==> config.mk <==
export PLATFORM = sky130hd
export DESIGN_NAME = ls_control_fsm
export DESIGN_NICKNAME = d
export VERILOG_FILES = /design/src/rtl/ls_control_fsm_pkg.sv /design/src/rtl/ls_instr_decode.sv /design/src/rtl/ls_control_fsm.sv
export SDC_FILE = /design/constraint.sdc
export NUM_CORES = 1
export LEC_CHECK = 0
export BUFFER_PORTS_ARGS = -buffer_cell sky130_fd_sc_hd__buf_2
export CELL_PAD_IN_SITES_DETAIL_PLACEMENT = 1
export CELL_PAD_IN_SITES_GLOBAL_PLACEMENT = 2
export CORE_UTILIZATION = 30
export CTS_CLUSTER_DIAMETER = 80
export DETAILED_ROUTE_END_ITERATION = 6
export GPL_TIMING_DRIVEN = 1
export PLACE_DENSITY = 0.83
export SLEW_MARGIN = 20
export SYNTH_ARGS = -nofsm -noshare
export SYNTH_HDL_FRONTEND = slang
export SYNTH_SLANG_ARGS = --single-unit
==> constraint.sdc <==
create_clock -name clk -period 2.6 [get_ports clk]
set_clock_uncertainty 0.05 [all_clocks]
set_input_delay 0.78 -clock clk [delete_from_list [all_inputs] [get_ports clk]]
set_output_delay 0.78 -clock clk [all_outputs]
set_load 0.02 [all_outputs]
==> src/rtl/ls_control_fsm_pkg.sv <==
// ls_control_fsm_pkg: shared ld/sd decode constants, sequencer state encoding and
// the width of the memory-latency down-counter.
package ls_control_fsm_pkg;
   localparam logic [6:0] OP_LOAD  = 7'b0000011;
   localparam logic [6:0] OP_STORE = 7'b0100011;
   localparam logic [2:0] F3_D     = 3'b011;
   localparam int         CNT_W    = 4;
   typedef enum logic [2:0] {S_IDLE, S_ADDR, S_MEM, S_WB, S_ST, S_ERR} state_t;
endpackage

==> src/rtl/ls_instr_decode.sv <==
// ls_instr_decode: combinational ld/sd decoder.
//   instr  in  32  raw instruction word
//   is_ld  out 1   word is RV64 ld
//   is_sd  out 1   word is RV64 sd
//   rs1    out 5   base-address register
//   rs2    out 5   store-data register
//   rd     out 5   load destination register
//   imm    out 12  S-immediate for stores, I-immediate otherwise
module ls_instr_decode
   import ls_control_fsm_pkg::*;
(
   input  logic [31:0] instr,
   output logic        is_ld,
   output logic        is_sd,
   output logic [4:0]  rs1,
   output logic [4:0]  rs2,
   output logic [4:0]  rd,
   output logic [11:0] imm
);
   assign is_ld = instr[6:0] == OP_LOAD  && instr[14:12] == F3_D;
   assign is_sd = instr[6:0] == OP_STORE && instr[14:12] == F3_D;
   assign rs1   = instr[19:15];
   assign rs2   = instr[24:20];
   assign rd    = instr[11:7];
   assign imm   = is_sd ? {instr[31:25], instr[11:7]} : instr[31:20];
endmodule

==> src/rtl/ls_control_fsm.sv <==
// ls_control_fsm: multi-cycle ld/sd sequencer driving the LOAD_STORE datapath.
//   clk          in   1      system clock, rising edge
//   rst_n        in   1      asynchronous active-low reset
//   instr        in   32     instruction word, sampled on accept
//   instr_valid  in   1      fetch presents a valid instr
//   instr_ready  out  1      high only in IDLE
//   ra           out  5      rs2 for stores, x0 for loads
//   rb           out  5      rs1 base register
//   rw           out  5      rd for loads, x0 for stores
//   c            out  IMM_W  offset immediate
//   we_rf        out  1      register-file write pulse
//   we_mem       out  1      data-memory write pulse
//   busy         out  1      high outside IDLE
//   illegal      out  1      pulse when an accepted word is not ld/sd
module ls_control_fsm
   import ls_control_fsm_pkg::*;
#(
   parameter int IMM_W   = 12,
   parameter int MEM_LAT = 1
) (
   input  logic             clk,
   input  logic             rst_n,
   input  logic [31:0]      instr,
   input  logic             instr_valid,
   output logic             instr_ready,
   output logic [4:0]       ra,
   output logic [4:0]       rb,
   output logic [4:0]       rw,
   output logic [IMM_W-1:0] c,
   output logic             we_rf,
   output logic             we_mem,
   output logic             busy,
   output logic             illegal
);
   state_t            state, state_n;
   logic [CNT_W-1:0]  cnt, cnt_n;
   logic              is_ld_q;
   logic              dec_ld, dec_sd;
   logic [4:0]        dec_rs1, dec_rs2, dec_rd;
   logic [11:0]       dec_imm;
   logic              accept;

   ls_instr_decode u_dec (
      .instr (instr),
      .is_ld (dec_ld),
      .is_sd (dec_sd),
      .rs1   (dec_rs1),
      .rs2   (dec_rs2),
      .rd    (dec_rd),
      .imm   (dec_imm)
   );

   assign instr_ready = state == S_IDLE;
   assign busy        = !instr_ready;
   assign accept      = instr_valid && instr_ready;

   always_comb begin
      state_n = state;
      cnt_n   = cnt;
      case (state)
         S_IDLE: state_n = accept ? ((dec_ld || dec_sd) ? S_ADDR : S_ERR) : S_IDLE;
         S_ADDR: begin
            state_n = S_MEM;
            // the counter holds the MEM cycles still to go after the current one
            cnt_n   = is_ld_q ? CNT_W'(MEM_LAT - 1) : '0;
         end
         S_MEM: begin
            state_n = cnt != '0 ? S_MEM : (is_ld_q ? S_WB : S_ST);
            cnt_n   = cnt != '0 ? cnt - 1'b1 : cnt;
         end
         default: state_n = S_IDLE;
      endcase
   end

   // write pulses are registered off the next state so they line up with WB/ST
   always_ff @(posedge clk or negedge rst_n) begin
      if (!rst_n) begin
         state   <= S_IDLE;
         cnt     <= '0;
         is_ld_q <= 1'b0;
         ra      <= '0;
         rb      <= '0;
         rw      <= '0;
         c       <= '0;
         we_rf   <= 1'b0;
         we_mem  <= 1'b0;
         illegal <= 1'b0;
      end else begin
         state   <= state_n;
         cnt     <= cnt_n;
         we_rf   <= state_n == S_WB && rw != '0;
         we_mem  <= state_n == S_ST;
         illegal <= state_n == S_ERR;
         if (accept && (dec_ld || dec_sd)) begin
            is_ld_q <= dec_ld;
            ra      <= dec_sd ? dec_rs2 : 5'd0;
            rb      <= dec_rs1;
            rw      <= dec_ld ? dec_rd : 5'd0;
            c       <= dec_imm[IMM_W-1:0];
         end
      end
   end
endmodule
# Yosys cells after proc, flatten, opt, wreduce, memory -nomap -nowiden
# Index checks and enable logic that the tools add are counted.
# op_classes
add_sub_neg,1
reduce_logical,12
muxes,10
n_eq_ne,9
# ops
operator,count
$mux 5,3
$mux 3,4
$eq 3x2->1 const B,3
$pmux 3 s3,1
$pmux 4 s2,1
$eq 7x2->1 const B,1
$eq 7x6->1 const B,1
$eq 3x3->1 const B,2
$logic_and 1x1->1,5
$reduce_bool 5->1,1
$mux 4,1
$reduce_bool 4->1,1
$sub 4x1->4 const B,1
$eq 3x1->1 const B,1
$logic_not 3->1,1
$ne 2x2->1 const B,1
$reduce_and 2->1,1
$reduce_bool 2->1,1
$logic_not 1->1,1
$logic_or 1x1->1,1
# totals
elab_cells,42
input_bits,35
out_inout_bits,32
register_bits,38

# Depth between registers and ports, before layout
# Gate-level depths: netlist (run 1).
# depth
depth_word,8
ltp_mapped,5
ltp_nobuf,5

# Hierarchy
# From an unflattened synthesis (run 1), not the netlist that was laid out.
# unflattened
cells_unflattened,156
area_unflattened_um2,1873.0
# modules_own_cells
module,cells_each,area_each_um2,n_inst,seq_area_each_um2
ls_control_fsm,122,1586.5,1,950.9
ls_instr_decode,34,286.5,1,0.0

# Worst setup path before layout (run 1)
# No wires, ideal clock.
# synth_path
path_kind,input -> register
start,input port instr[4]
end,register c[10]
path_stages,4
n_path_buf,1
setup_ps,128
required_time_ps,2422
arrival_ps,2547
setup_slack_ps,-125
path_cell_list,or4b_2 > nor4_4 > buf_6 > mux2_1
# synth_via
elab_chain_cells,4
word_cells_on_any_way,6
cone_classes,eq/ne: 2; reduce/logical: 4
# synth_lines
element,line_no,source
start: declaration,ls_control_fsm.sv:23,"input logic [31:0] instr,"
$eq 7x2->1 / $eq 7x6->1 (equally long branches),"ls_instr_decode.sv:20, ls_instr_decode.sv:21",
$logic_and 1x1->1 (on tied branches),"ls_instr_decode.sv:20, ls_instr_decode.sv:21",
$logic_or 1x1->1 *,ls_control_fsm.sv:94,if (accept && (dec_ld || dec_sd)) begin
$logic_and 1x1->1 *,ls_control_fsm.sv:94,
end signal: assignment,ls_control_fsm.sv:99,c <= dec_imm[IMM_W-1:0];
end: declaration,ls_control_fsm.sv:29,"output logic [IMM_W-1:0] c,"
# Mark *: on every way between the ends. The rest lies on a longest branch, timed or not.
# A chain may end at the register's enable or synchronous reset.

# Worst setup path after layout (run 1)
# layout_path
start,input port instr[4]
end,register rw[3]
# layout_via
elab_chain_cells,4
word_cells_on_any_way,7
cone_classes,eq/ne: 2; mux: 1; reduce/logical: 4
# layout_lines
element,line_no,source
$eq 7x2->1 / $eq 7x6->1 (equally long branches),"ls_instr_decode.sv:20, ls_instr_decode.sv:21",
$logic_and 1x1->1 (on tied branches),"ls_instr_decode.sv:20, ls_instr_decode.sv:21",
$logic_or 1x1->1,ls_control_fsm.sv:94,
$logic_and 1x1->1,ls_control_fsm.sv:94,
end signal: assignment,ls_control_fsm.sv:98,rw <= dec_ld ? dec_rd : 5'd0;
end: declaration,ls_control_fsm.sv:28,"output logic [4:0] rw,"
# Parallel ways exist; a longest one is shown, timed or not.

==> results.json, run 1 <==
{
  "period_minus_slack_ps": 2250,
  "vias_per_cell": 4.66,
  "grt_max_degree": 39,
  "crit_chain": "buf_2 > or4b_4 > nor4_4 > buf_12 > mux2_2",
  "yosysMostFrequentCell": "dfrtp_1",
  "cp_max_fo": 28,
  "syn_avg_cell_area_um2": 12.2,
  "hp-class": "flop to flop",
  "clock_path_buffers": 2,
  "cp-start-kind": "input port",
  "die_w_um": 78.2,
  "finalCritPeriodShare": 0.865,
  "ys_warn_count": 0,
  "htreeDepth": 2,
  "ys_types": 28,
  "synthesis.nets": 179,
  "peakVddDrop_mv": 0.271,
  "fill_cells": 667,
  "routed_wl_mm": 4.05,
  "clock-sinks": 38,
  "syn_area_um2": 1740,
  "multi_input_area_um2": 713,
  "rr_startpoint": "state[2]",
  "clkPwrFrac": 0.384,
  "die_h_um": 78.2,
  "synth_top_area_cell": "dfrtp_1",
  "firstDrtPassIters": 4,
  "endpoint_kind": "flop",
  "rsz0062_at_grt": "false",
  "switchingPower_mw": 0.454,
  "syn2layout_area_growth_pct": 32.3,
  "portBuffers": 66,
  "p_comb_frac": 0.205,
  "hold_path.startpoint": "c[10]",
  "ioPinCount": 67,
  "final_antenna_net_count": 0,
  "dpl_cell_area_um2": 2160,
  "clkSlewWorstSetupHoldPaths_ps": 80,
  "vias": 1334,
  "fmax_mhz": 444,
  "synthTopCellsByArea": "dfrtp_1 (55%), mux2_2 (15%), mux2i_1 (3.5%), mux2_1 (2.6%), nor2b_1 (2.5%)",
  "clk_latency_ps": 290,
  "dp_hpwl_mm": 3.01,
  "drive_above_1_share": 0.491,
  "status": "completed",
  "sequentialPowerShare": 0.411,
  "synth_top_area_share": 0.546,
  "cpPeakStageDelay_ps": 550,
  "cts_made_buffers": 5,
  "gp_congestion": 0.690,
  "fin_nets": 249,
  "start_util": 0.314,
  "ctsHoldBuffers": 0,
  "r2r_cells": 4,
  "sw_frac_of_total": 0.285,
  "synth_ff_type": "dfrtp_1",
  "cts_tree": "yes",
  "grt_pass1_vias": 1415,
  "setup-tns-final_ps": 0,
  "setup_viol": 0,
  "powerDensity_nw_per_um2": 691,
  "r2r_end": "rw[3]",
  "overflow": 0,
  "worst-r2r-setup-slack_ps": 520,
  "synthArstFlopShare": 1.00,
  "p_total_mw": 1.59,
  "postCtsSetupBuffers": 0,
  "antenna_found_initial": 0,
  "maxCapViolCount": 0,
  "num_rows": 27,
  "worst_pin_slew_ps": 531,
  "root_buffer": "clkbuf_8",
  "stdcell_area_um2": 2300,
  "grt_use_total": 0.143,
  "slew_headroom": 0.646,
  "leakagePower_nw": 1.20,
  "synth_edf_count": 0,
  "critPathSlowestCell": "or4b_4",
  "syn_inst": 143,
  "core_um2": 5540,
  "ff_latch_area_um2": 951,
  "drtIter0Drc": 30,
  "grt_pass1_wl_mm": 6.71,
  "wire_per_inst_um": 14.1,
  "die-area_um2": 6110,
  "remaining_drc_errors": 0,
  "intPower_mw": 1.14,
  "timing.final.hold_violations": 0,
  "ys_ff_latch": 38,
  "cts_resized": 0,
  "ys_seq_area_frac": 0.546,
  "cp.required_ps": 2730,
  "finalMaxSlewViolations": 0,
  "critical_path_class": "input port to flop",
  "arrival_ps": 2380,
  "min_path_cells": 1,
  "worstHoldEndpoint": "c[10]",
  "n_antenna_cell": 0,
  "ys_top_cells_by_count": "dfrtp_1 (38), mux2_2 (23), inv_1 (10), nand2_1 (8)"
}
worst max path at each step:
stage / start / to / slack [ps]
floorplan: instr[4] / c[10] / -6
CTS: instr[4] / rw[3] / 340
global route: instr[4] / rw[3] / 310
global placement: instr[4] / c[0] / 70
finish: instr[4] / rw[3] / 350
detailed placement: instr[4] / rw[3] / 30
area by class of cell:
class                      instances  share of cell area
sequential                        38               0.413
multi-input combinational         88               0.310
timing repair buffer              70               0.162
tap                               72              0.0391
clock buffer                       5              0.0299
clock inverter                     3              0.0299
inverter                          10              0.0163
flip-flops by register name (all words and copies together) (netlist names):
signal and flops:
cnt 4, state 3, c 12, we_mem 1, illegal 1, rw 5
we_rf 1, rb 5, is_ld_q 1, ra 5
logic make-up (layout without fill, tap and decap cells):
family / after synthesis / after routing / synth area share
AOI/OAI and AO/OA: 13 / 13 / 0.0467
adders and majority gates: 1 / 1 / 0.00719
buffers and inverters: 17 / 88 / 0.0460
DFF: 38 / 38 / 0.546
muxes: 33 / 33 / 0.209
and+or+nand+nor: 41 / 41 / 0.144
power groups by stage:
stage / Combinational [mW] / Sequential, mW / Clock [mW]
final: 0.327 / 0.654 / 0.611
after global routing: 0.360 / 0.661 / 0.649
after CTS: 0.331 / 0.655 / 0.627
after detailed placement: 0.330 / 0.667 / 0
after global placement: 0.321 / 0.666 / 0
after floorplan: 0.188 / 0.677 / 0
cell usage in the layout, fill, tap and decap left out, drive strengths merged:
| cell type | netlist | layout |
|---|---|---|
| buf | 3 | 70 |
| dfrtp | 38 | 38 |
| mux2 | 27 | 27 |
| inv | 10 | 10 |
| nand2 | 8 | 8 |
| nor2b | 7 | 7 |
| nor2 | 7 | 7 |
| mux2i | 6 | 6 |
| clkbuf | 4 | 5 |
| o211ai | 4 | 4 |
| nor3 | 3 | 3 |
| a21oi | 3 | 3 |
| nand2b | 3 | 3 |
| or4 | 3 | 3 |
| o21ai | 3 | 3 |
| or4b | 3 | 3 |
| nand3b | 2 | 2 |
| o22ai | 2 | 2 |
| bufinv | 0 | 2 |
| nor3b | 1 | 1 |
| nand3 | 1 | 1 |
| nand4 | 1 | 1 |
| nor4 | 1 | 1 |
| or3 | 1 | 1 |
| o22a | 1 | 1 |
| ha | 1 | 1 |
| clkinv | 0 | 1 |
metal layers:
metal | global-route usage | up-vias | routed length [um]
met5 | 0 | - | 0
met1 | 0.173 | 647 | 1760
met2 | 0.231 | 45 | 1950
met3 | 0.0581 | 5 | 302
li1 | - | 637 | -
met4 | 0.0444 | 0 | 37
stage by stage:
| step | worst slack [ps] | cells | hold WS (ps) | utilization |
|---|---|---|---|---|
| floorplan | -6.20 | 143 | 408 | - |
| global placement | 72.5 | 278 | 430 | 0.391 |
| detailed placement | 29.5 | 278 | 424 | 0.391 |
| CTS | 341 | 286 | 445 | 0.416 |
| global route | 312 | 286 | 469 | 0.416 |
| finish | 350 | 286 | 442 | 0.416 |
critical path: cells and delay by family:
family,cells,cell delay (ps)
simple gates,2,890
mux,1,360
buf+inv,2,340
(Power assumes the default switching activity.)
==> inputs of run 2 (changes only) <==
==> constraint.sdc (replaced) <==
create_clock -name clk -period 2.3 [get_ports clk]
set_clock_uncertainty 0.05 [all_clocks]
set_input_delay 0.69 -clock clk [delete_from_list [all_inputs] [get_ports clk]]
set_output_delay 0.69 -clock clk [all_outputs]
set_load 0.02 [all_outputs]
==> run 2 against run 1 <==
  * Wire length shrank 2.6%
  * Clock power increased by 9.7%
  * Count of clock-buffer cells in the layout did not move
  * Cell count increased by 1.7%
==> results.json, run 2 (same netlist as run 1, synthesis figures left out) <==
{
  "vias": 1356,
  "slew_headroom": 0.629,
  "htreeDepth": 2,
  "top_register": "c",
  "cp_max_fo": 25,
  "syn2layout_area_growth_pct": 35.3,
  "grt_max_degree": 26,
  "arrival_ps": 2270,
  "rr_startpoint": "state[1]",
  "drtIter0Drc": 39,
  "layout_common_cells": "buf_2 (66), dfrtp_1 (38), mux2_2 (23)",
  "cpPeakStageDelay_ps": 550,
  "cp-start-kind": "input port",
  "n_antenna_cell": 0,
  "fill_cells": 659,
  "firstDrtPassIters": 4,
  "root_buffer": "clkbuf_8",
  "clk_latency_ps": 280,
  "clock-sinks": 38,
  "r2r_cells": 4,
  "endpoint_kind": "flop",
  "die_h_um": 78.2,
  "ioPinCount": 67,
  "die_w_um": 78.2,
  "status": "completed",
  "antenna_found_initial": 0,
  "postCtsSetupBuffers": 0,
  "clock_path_buffers": 2,
  "fmax_mhz": 464,
  "rsz0062_at_grt": "false",
  "instances_no_fill": 291,
  "overflow": 0,
  "cts_made_buffers": 5,
  "worst-r2r-setup-slack_ps": 310,
  "start_util": 0.314,
  "path_buf_inv": 2,
  "drive_above_1_share": 0.521,
  "remaining_drc_errors": 0,
  "hp-class": "input port to asynchronous set/reset pin",
  "largest_reg_flops": 12,
  "grt_pass1_wl_mm": 6.89,
  "cp_top_family": "simple AND/OR/NAND/NOR gates",
  "r2r_end": "rw[3]",
  "p_total_mw": 1.80,
  "powerDensity_nw_per_um2": 763,
  "finalMaxSlewViolations": 0,
  "grt_pass1_vias": 1445,
  "cts_resized": 0,
  "period_minus_slack_ps": 2160,
  "dp_cells": 283,
  "final_antenna_net_count": 0,
  "ctsHoldBuffers": 0,
  "path_depth": 5,
  "worst_pin_slew_ps": 556,
  "peakVddDrop_mv": 0.324,
  "die-area_um2": 6110,
  "grt_use_total": 0.144,
  "finalCritPeriodShare": 0.937,
  "routed_wl_mm": 3.94,
  "critical_path_class": "input port to flop",
  "wire_per_inst_um": 13.5,
  "critPathSlowestCell": "or4b_4",
  "clkSlewWorstSetupHoldPaths_ps": 80,
  "portBuffers": 66,
  "fin_nets": 254,
  "final_common_cell": "buf_2",
  "core_um2": 5540,
  "timing.final.hold_violations": 0,
  "gp_congestion": 0.693,
  "setup_viol": 0,
  "cp.required_ps": 2420,
  "vias_per_cell": 4.66,
  "maxCapViolCount": 0,
  "leakagePower_nw": 1.23,
  "crit_chain": "buf_2 > or4b_4 > nor4_4 > buf_12 > mux2_2",
  "dp_hpwl_mm": 2.98,
  "cts_tree": "yes",
  "num_rows": 27
}
run 2: cell types whose count changed in the layout (fill, tap and decap cells not counted), sizes merged:
cell and change:
buf +5
run 2: area by class of cell:
type,count,area [um^2],share of cell area
Sequential cell,38,951,0.404
Timing Repair Buffer,75,410,0.174
Inverter,10,37.5,0.0159
Tap cell,72,90.1,0.0383
Clock inverter,3,68.8,0.0292
Multi-Input combinational cell,88,728,0.309
Clock buffer,5,68.8,0.0292
run 2: stage by stage:
stage                util  hold WS [ps]  instance area (um^2)  TNS (ps)  setup slack, ps
floorplan               -           344                  1760     -3630             -210
global placement    0.400           436                  2220     -2840             -124
detailed placement  0.400           445                  2220     -3450             -152
CTS                 0.425           316                  2350         0              157
global route        0.425           341                  2350         0              121
finish              0.425           303                  2350         0              144
run 2: power by group:
part	total [mW]	leakage (nW)	internal (mW)	switching [mW]
registers	0.729	0.495	0.709	0.0204
logic	0.398	0.663	0.160	0.238
clock network	0.670	0.0683	0.434	0.236
run 2: how the worst max path moves through the flow:
| stage | startpoint | to | slack [ps] |
|---|---|---|---|
| finish | instr[4] | rw[3] | 140 |
| detailed placement | instr[4] | c[3] | -150 |
| floorplan | instr[4] | c[5] | -210 |
| global placement | instr[4] | c[3] | -120 |
| global route | instr[4] | c[0] | 120 |
| CTS | instr[4] | rw[3] | 160 |
run 2: metal layers:
metal  track usage  up-vias  wire, um
met3        0.0419        2       234
met1         0.191      668      1740
met4        0.0444        0        17
met2         0.227       39      1950
li1              -      647         -
met5             0        -         0
